--- config.mk ---
export PLATFORM = sky130hd
export DESIGN_NAME = lfsr_engine
export DESIGN_NICKNAME = d
export VERILOG_FILES = /design/src/rtl/lfsr_pkg.sv /design/src/rtl/lfsr_step.sv /design/src/rtl/lfsr_engine.sv
export SDC_FILE = /design/constraint.sdc
export NUM_CORES = 1
export LEC_CHECK = 0
export ABC_AREA = 1
export BUFFER_PORTS_ARGS = -buffer_cell sky130_fd_sc_hd__buf_2
export CORE_ASPECT_RATIO = 1.75
export CORE_MARGIN = 2
export CORE_UTILIZATION = 49
export DETAILED_ROUTE_END_ITERATION = 8
export HOLD_SLACK_MARGIN = 0.05
export PLACE_DENSITY = 0.71
export SLEW_MARGIN = 20
export SYNTH_ARGS = -nofsm -noshare
export SYNTH_HDL_FRONTEND = slang
export SYNTH_SLANG_ARGS = --single-unit
--- constraint.sdc ---
create_clock -name clk -period 6.3 [get_ports clk]
set_clock_uncertainty 0.1 [all_clocks]
set_input_delay 1.26 -clock clk [delete_from_list [all_inputs] [get_ports clk]]
set_output_delay 1.26 -clock clk [all_outputs]
set_load 0.01 [all_outputs]
--- src/rtl/lfsr_pkg.sv ---
// Shared definitions for the LFSR engine: step-mode encoding and
// maximal-length feedback masks for common widths.
package lfsr_pkg;

    typedef enum logic {
        LFSR_FIB = 1'b0,
        LFSR_GAL = 1'b1
    } lfsr_mode_e;

    // Bit i set means stage i+1 feeds back (x^16+x^14+x^13+x^11+1 -> 16'hB400).
    localparam logic [3:0]  LFSR_TAPS_W4  = 4'hC;
    localparam logic [7:0]  LFSR_TAPS_W8  = 8'hB8;
    localparam logic [15:0] LFSR_TAPS_W16 = 16'hB400;
    localparam logic [31:0] LFSR_TAPS_W32 = 32'h8020_0003;

endpackage

--- src/rtl/lfsr_step.sv ---
// Pure next-state function of the LFSR: one Fibonacci or Galois shift of
// the current state under the given feedback mask.
module lfsr_step
    import lfsr_pkg::*;
#(
    parameter int WIDTH = 16
) (
    input  logic [WIDTH-1:0] state,
    input  lfsr_mode_e       mode,
    input  logic [WIDTH-1:0] taps,
    output logic [WIDTH-1:0] next
);

    always_comb begin
        // NOTE: assigning a default first keeps every path driven, so no latch is inferred.
        next = '0;
        if (mode == LFSR_GAL) begin
            next = {state[WIDTH-2:0], 1'b0} ^ (state[WIDTH-1] ? taps : '0);
        end else begin
            next = {state[WIDTH-2:0], ^(state & taps)};
        end
    end

endmodule

--- src/rtl/lfsr_engine.sv ---
// Configurable LFSR with load, all-zero lock-up recovery and measurement of
// the period between returns to the last loaded (origin) state.
module lfsr_engine
    import lfsr_pkg::*;
#(
    parameter int               WIDTH = 16,
    parameter logic [WIDTH-1:0] TAPS  = LFSR_TAPS_W16,
    parameter logic [WIDTH-1:0] SEED  = '1,
    parameter int               CNT_W = WIDTH + 1
) (
    input  logic             clk,
    input  logic             reset,
    input  logic             enable,
    input  logic             mode,
    input  logic             load,
    input  logic [WIDTH-1:0] load_value,
    input  logic [WIDTH-1:0] match_value,
    output logic [WIDTH-1:0] out,
    output logic             bit_out,
    output logic             match,
    output logic             lockup,
    output logic             wrap,
    output logic [CNT_W-1:0] period_len
);

    localparam logic [CNT_W-1:0] CNT_MAX = '1;

    logic [WIDTH-1:0] origin;
    logic [CNT_W-1:0] count;
    logic [CNT_W-1:0] count_inc;
    logic [WIDTH-1:0] step_next;

    lfsr_step #(
        .WIDTH (WIDTH)
    ) u_step (
        .state (out),
        .mode  (lfsr_mode_e'(mode)),
        .taps  (TAPS),
        .next  (step_next)
    );

    // Saturating increment; also used for period_len so it can never wrap to a short value.
    assign count_inc = (count == CNT_MAX) ? count : count + CNT_W'(1);

    assign bit_out = out[WIDTH-1];
    assign match   = (out == match_value);

    always_ff @(posedge clk or posedge reset) begin
        if (reset) begin
            out        <= SEED;
            origin     <= SEED;
            count      <= '0;
            period_len <= '0;
            lockup     <= 1'b0;
            wrap       <= 1'b0;
        end else begin
            // NOTE: non-blocking assignments make every register sample pre-edge values.
            lockup <= 1'b0;
            wrap   <= 1'b0;
            if (load) begin
                out        <= load_value;
                origin     <= load_value;
                count      <= '0;
                period_len <= '0;
            end else if (enable) begin
                if (out == '0) begin
                    out    <= SEED;
                    lockup <= 1'b1;
                    count  <= '0;
                end else begin
                    out <= step_next;
                    if (step_next == origin) begin
                        wrap       <= 1'b1;
                        period_len <= count_inc;
                        count      <= '0;
                    end else begin
                        count <= count_inc;
                    end
                end
            end
        end
    end

endmodule

Yosys cells after proc, flatten, opt, wreduce, memory -nomap -nowiden
Index checks and enable logic that the tools add are counted.
{"block": "totals", "register_bits": 68, "in_bits": 37, "out_inout_bits": 37, "word_cells": 38}
{"block": "op_classes", "add_sub_neg": 1, "eq_ne": 4, "mux": 21, "bitwise": 1, "reduce_logical": 5}
{"cell": "$mux W17", "count": 9}
{"cell": "$mux W16", "count": 5}
{"cell": "$eq A16 B16 Y1", "count": 2}
{"cell": "$add A17 B1 Y17 const B", "count": 1}
{"cell": "$eq A17 B17 Y1 const B", "count": 1}
{"cell": "$logic_not A16 Y1", "count": 1}
{"cell": "$reduce_xor A16 Y1", "count": 1}
{"cell": "$xor A16 B16 Y16", "count": 1}
{"cell": "$mux W1", "count": 7}
{"cell": "$reduce_bool A2 Y1", "count": 2}
{"cell": "$reduce_and A3 Y1", "count": 1}
{"cell": "$ne A2 B2 Y1 const B", "count": 1}

Logic depth before layout (Yosys ltp)
{"block": "depth", "ltp_word": 8, "mapped_depth": 14, "depth_no_buf": 12}

Cells and area by module
From an unflattened synthesis, not the netlist that was laid out.
{"block": "unflattened", "hier_cells": 736, "area_unflattened_um2": 4820.9}
{"mod": "lfsr_engine", "instances": 1, "cells_each": 582, "area_each_um2": 4134.0, "seq_area_each_um2": 1741.7}
{"mod": "lfsr_step", "instances": 1, "cells_each": 154, "area_each_um2": 686.9, "seq_area_each_um2": 0.0}

Worst setup path before layout
Ideal clock, no wire load.
{"block": "synth_timing", "path_type": "in2out", "start": "input port match_value[7]", "end": "output port match", "arrival_ns": 1.914, "required_time_ns": 4.940, "path_slack_ns": 3.026, "stages": 4, "n_path_buf": 0, "cell_sequence": "xnor2_1 > nand4_1 > nor3_1 > nor3b_1"}
{"block": "synth_between", "elab_chain_cells": 1}
{"item": "start, declared", "line": "lfsr_engine.sv:17", "source": "input logic [WIDTH-1:0] match_value,"}
{"item": "$eq A16 B16 Y1", "line": "lfsr_engine.sv:46", "source": "assign match = (out == match_value);"}
{"item": "end, declared", "line": "lfsr_engine.sv:20", "source": "output logic match,"}
Every way passes these cells.

Final worst setup path
{"block": "layout_timing", "start": "input port load", "end": "register out[0]"}
{"block": "layout_between", "elab_chain_cells": 1, "word_cells_on_any_way": 2, "cone_classes": "1 x mux; 1 x reduce/logical"}
{"item": "start, declared", "line": "lfsr_engine.sv:15", "source": "input logic load,"}
{"item": "$mux W16 or $reduce_bool A2 Y1 (tied branches)"}
{"item": "end signal, assigned", "line": "lfsr_engine.sv:61", "source": "out <= load_value;"}
{"item": "end signal, assigned", "line": "lfsr_engine.sv:71", "source": "out <= step_next;"}
{"item": "end, declared", "line": "lfsr_engine.sv:18", "source": "output logic [WIDTH-1:0] out,"}
Parallel ways exist; a longest one is shown, timed or not.
A chain may end at the register's enable or synchronous reset.

==> impl_metrics.py <==
metrics = {
    "status": {
        "status": "finished clean",
    },
    "clocking": {
        "cts.sinks": 68,
        "cts_max_level": 3,
        "cts_resized": 0,
        "post-cts-setup-buffer-count": 0,
        "cts_root_buf": "clkbuf_16",
        "cts_buffers": 9,
        "max-clock-path-buffers": 2,
        "insertion_delay_ps": 330,
        "cts_hold_buf": 0,
        "cts.reportedPaths.clkPinSlew_ps": 50,
        "cts_tree": "yes",
    },
    "layout": {
        "fin_cells": 743,
        "diodes": 0,
        "drive_above_1_share_pct": 28.7,
        "final_area_um2": 4910,
        "synthToLayoutAreaGrowth_pct": 16.1,
        "layout_commonest_cell": "nand2_1",
        "final_cell_mix": "nand2_1 (170), buf_2 (73), nand3_1 (63)",
        "final_nets": 663,
    },
    "placed_design": {
        "place.detailed.hpwl_um": 8270,
        "dp_cells": 727,
        "place_congestion": 0.915,
        "place_area_um2": 4620,
        "portBuffers": 73,
    },
    "global_routing": {
        "antenna_found_initial": 0,
        "grt_start_max_net_pins": 69,
        "grtUsageTotal_pct": 25.4,
        "overflow": 0,
        "grt_pass1_vias": 4080,
        "grt_pass1_wl_um": 18300,
    },
    "power": {
        "vdd_drop_max_mv": 0.150,
        "leakage_nw": 2.44,
        "power.density_nw_per_um2": 245,
    },
    "critical_path": {
        "worstSetupStartpoint": "load",
        "crit_end": "out[0]$_DFFE_PP1P_",
        "r2r-start": "out[15]$_DFFE_PP1P_",
        "r2r_end": "period_len[15]$_DFFE_PP0P_",
        "startpoint_type": "input port",
        "r2r_setup_slack_ps": 3780,
        "max_stage_delay_ps": 1000,
        "worst_ep_required_time_ps": 6460,
        "worstSetupPathType": "input port to flip-flop",
        "cp.arrival_ps": 4100,
        "critPathMaxFanout": 45,
        "critical_path.cell_chain": "buf_2 > clkinv_1 > nand2_1 > a21oi_1 > nand3b_1",
        "endpoint_kind": "flip-flop",
        "r2r_cells": 10,
        "cp_slowest_cell": "clkinv_1",
    },
    "synthesis": {
        "synth_nets": 598,
        "ys_seq_elements": 68,
        "synth_seq_area_share_pct": 41.2,
        "synth_warnings": 0,
        "netlist_area_um2": 4230,
        "synth_ff_type": "dfrtp_1",
        "synthTopCellsByArea": "dfrtp_1 (21%), dfstp_2 (20%), nand2_1 (15%), nand3_1 (7.5%), nor2_1 (4.1%)",
        "syn_inst": 558,
        "synth_area_leader_cell": "dfrtp_1",
        "synth_edf_count": 0,
        "ys_types": 35,
        "netlist.area_leader.share_pct": 21.3,
        "avgSynthCellArea_um2": 7.58,
        "async_reset_ff_share_pct": 100,
    },
    "routing": {
        "viasPerCell": 5.39,
        "firstDrtPassIters": 4,
        "drc": 0,
        "first_iter_violations": 219,
        "wl_per_cell_um": 15.4,
        "detail-route-antenna-nets": 0,
        "vias": 4004,
        "drt-total-wl_um": 11400,
    },
    "floorplan": {
        "start_util_pct": 50.6,
        "die_area_um2": 9420,
        "die_x_um": 74.2,
        "fp.dieH_um": 127,
        "core_area_um2": 8370,
        "io_pins": 74,
        "rows": 44,
    },
    "sta": {
        "tightest_slew_ps": 940,
        "max_freq_mhz": 254,
        "timing.final.crit_share_pct": 62.6,
        "post-route-min-period_ps": 3940,
        "finalSetupTns_ps": 0,
        "relSlewSlack_pct": 37.0,
        "drv_slew": 0,
        "setup_viol": 0,
        "rsz0062_at_grt": "false",
        "hold_violations": 0,
    },
    "run": {
        "drv_cap": 0,
    },
    "min_path": {
        "hp-class": "flip-flop to flip-flop",
    },
}
-- stage by stage --
step,utilization (%),total power [mW],setup slack (ps),hold slack (ps)
after CTS,58.7,1.21,2390,374
after global routing,58.7,1.26,2130,375
after global placement,55.2,0.710,2110,362
after floorplan,-,0.653,3030,349
after detailed placement,55.2,0.717,2060,365
final,58.7,1.20,2360,373
-- final cells by class --
| type | instances | area, um2 |
|---|---|---|
| clock buffers | 14 | 254 |
| clock inverters | 2 | 35.0 |
| fillers | 778 | 3450 |
| inverters | 50 | 189 |
| multi-input cells | 419 | 2170 |
| flip-flops and latches | 68 | 1740 |
| well taps | 115 | 144 |
| repair buffers | 75 | 380 |
-- worst min path at each step --
stage | depth (start not counted) | endpoint | start
floorplan | 2 | origin[7]$_DFFE_PP1P_ | origin[7]$_DFFE_PP1P_
global placement | 2 | origin[7]$_DFFE_PP1P_ | origin[7]$_DFFE_PP1P_
detailed placement | 2 | origin[7]$_DFFE_PP1P_ | origin[7]$_DFFE_PP1P_
CTS | 2 | origin[7]$_DFFE_PP1P_ | origin[7]$_DFFE_PP1P_
global route | 2 | origin[7]$_DFFE_PP1P_ | origin[7]$_DFFE_PP1P_
finish | 2 | origin[7]$_DFFE_PP1P_ | origin[7]$_DFFE_PP1P_
-- worst max-delay path: cells and delay by family --
family	cells	cell delay, ps
buffers and inverters	2	1620
AO/OA/AOI/OAI	1	80
AND/OR/NAND/NOR	2	1100
-- cells by family after synthesis --
family | count (synthesis) | synth area share [%]
AO/OA/AOI/OAI | 47 | 6.62
XOR/XNOR | 25 | 5.17
adder cells (fa/ha/maj) | 3 | 0.887
buffers and inverters | 71 | 7.69
flip-flops | 68 | 41.2
AND/OR/NAND/NOR | 344 | 38.5
-- power by group --
part | internal (mW) | leakage, nW | switching (mW)
Sequential | 0.476 | 0.837 | 0.0330
Clock | 0.317 | 0.141 | 0.176
Combinational | 0.0731 | 1.46 | 0.128
Total | 0.866 | 2.44 | 0.336
-- state kept, by name, indices dropped and copies added (netlist names) --
signal / flops
count: 17
period_len: 17
origin: 16
out: 16
lockup: 1
wrap: 1
-- cells in the mapped netlist, drive strengths merged (9+ instances only) --
cell / number
nor2: 53
inv: 47
nand4: 18
buf: 13
a21oi: 16
o21ai: 16
nand2: 186
dfrtp: 36
xnor2: 16
xor2: 9
dfstp: 32
o211ai: 15
nand3: 77
-- layer usage --
metal	share of wire, %	track usage [%]	wire length [um]
met3	3.8	3.89	433
met1	37	26.2	4170
met2	55	45.1	6240
met5	0	0	0
met4	5.0	17.5	569
No activity file was read; power rests on OpenSTA's default activity.
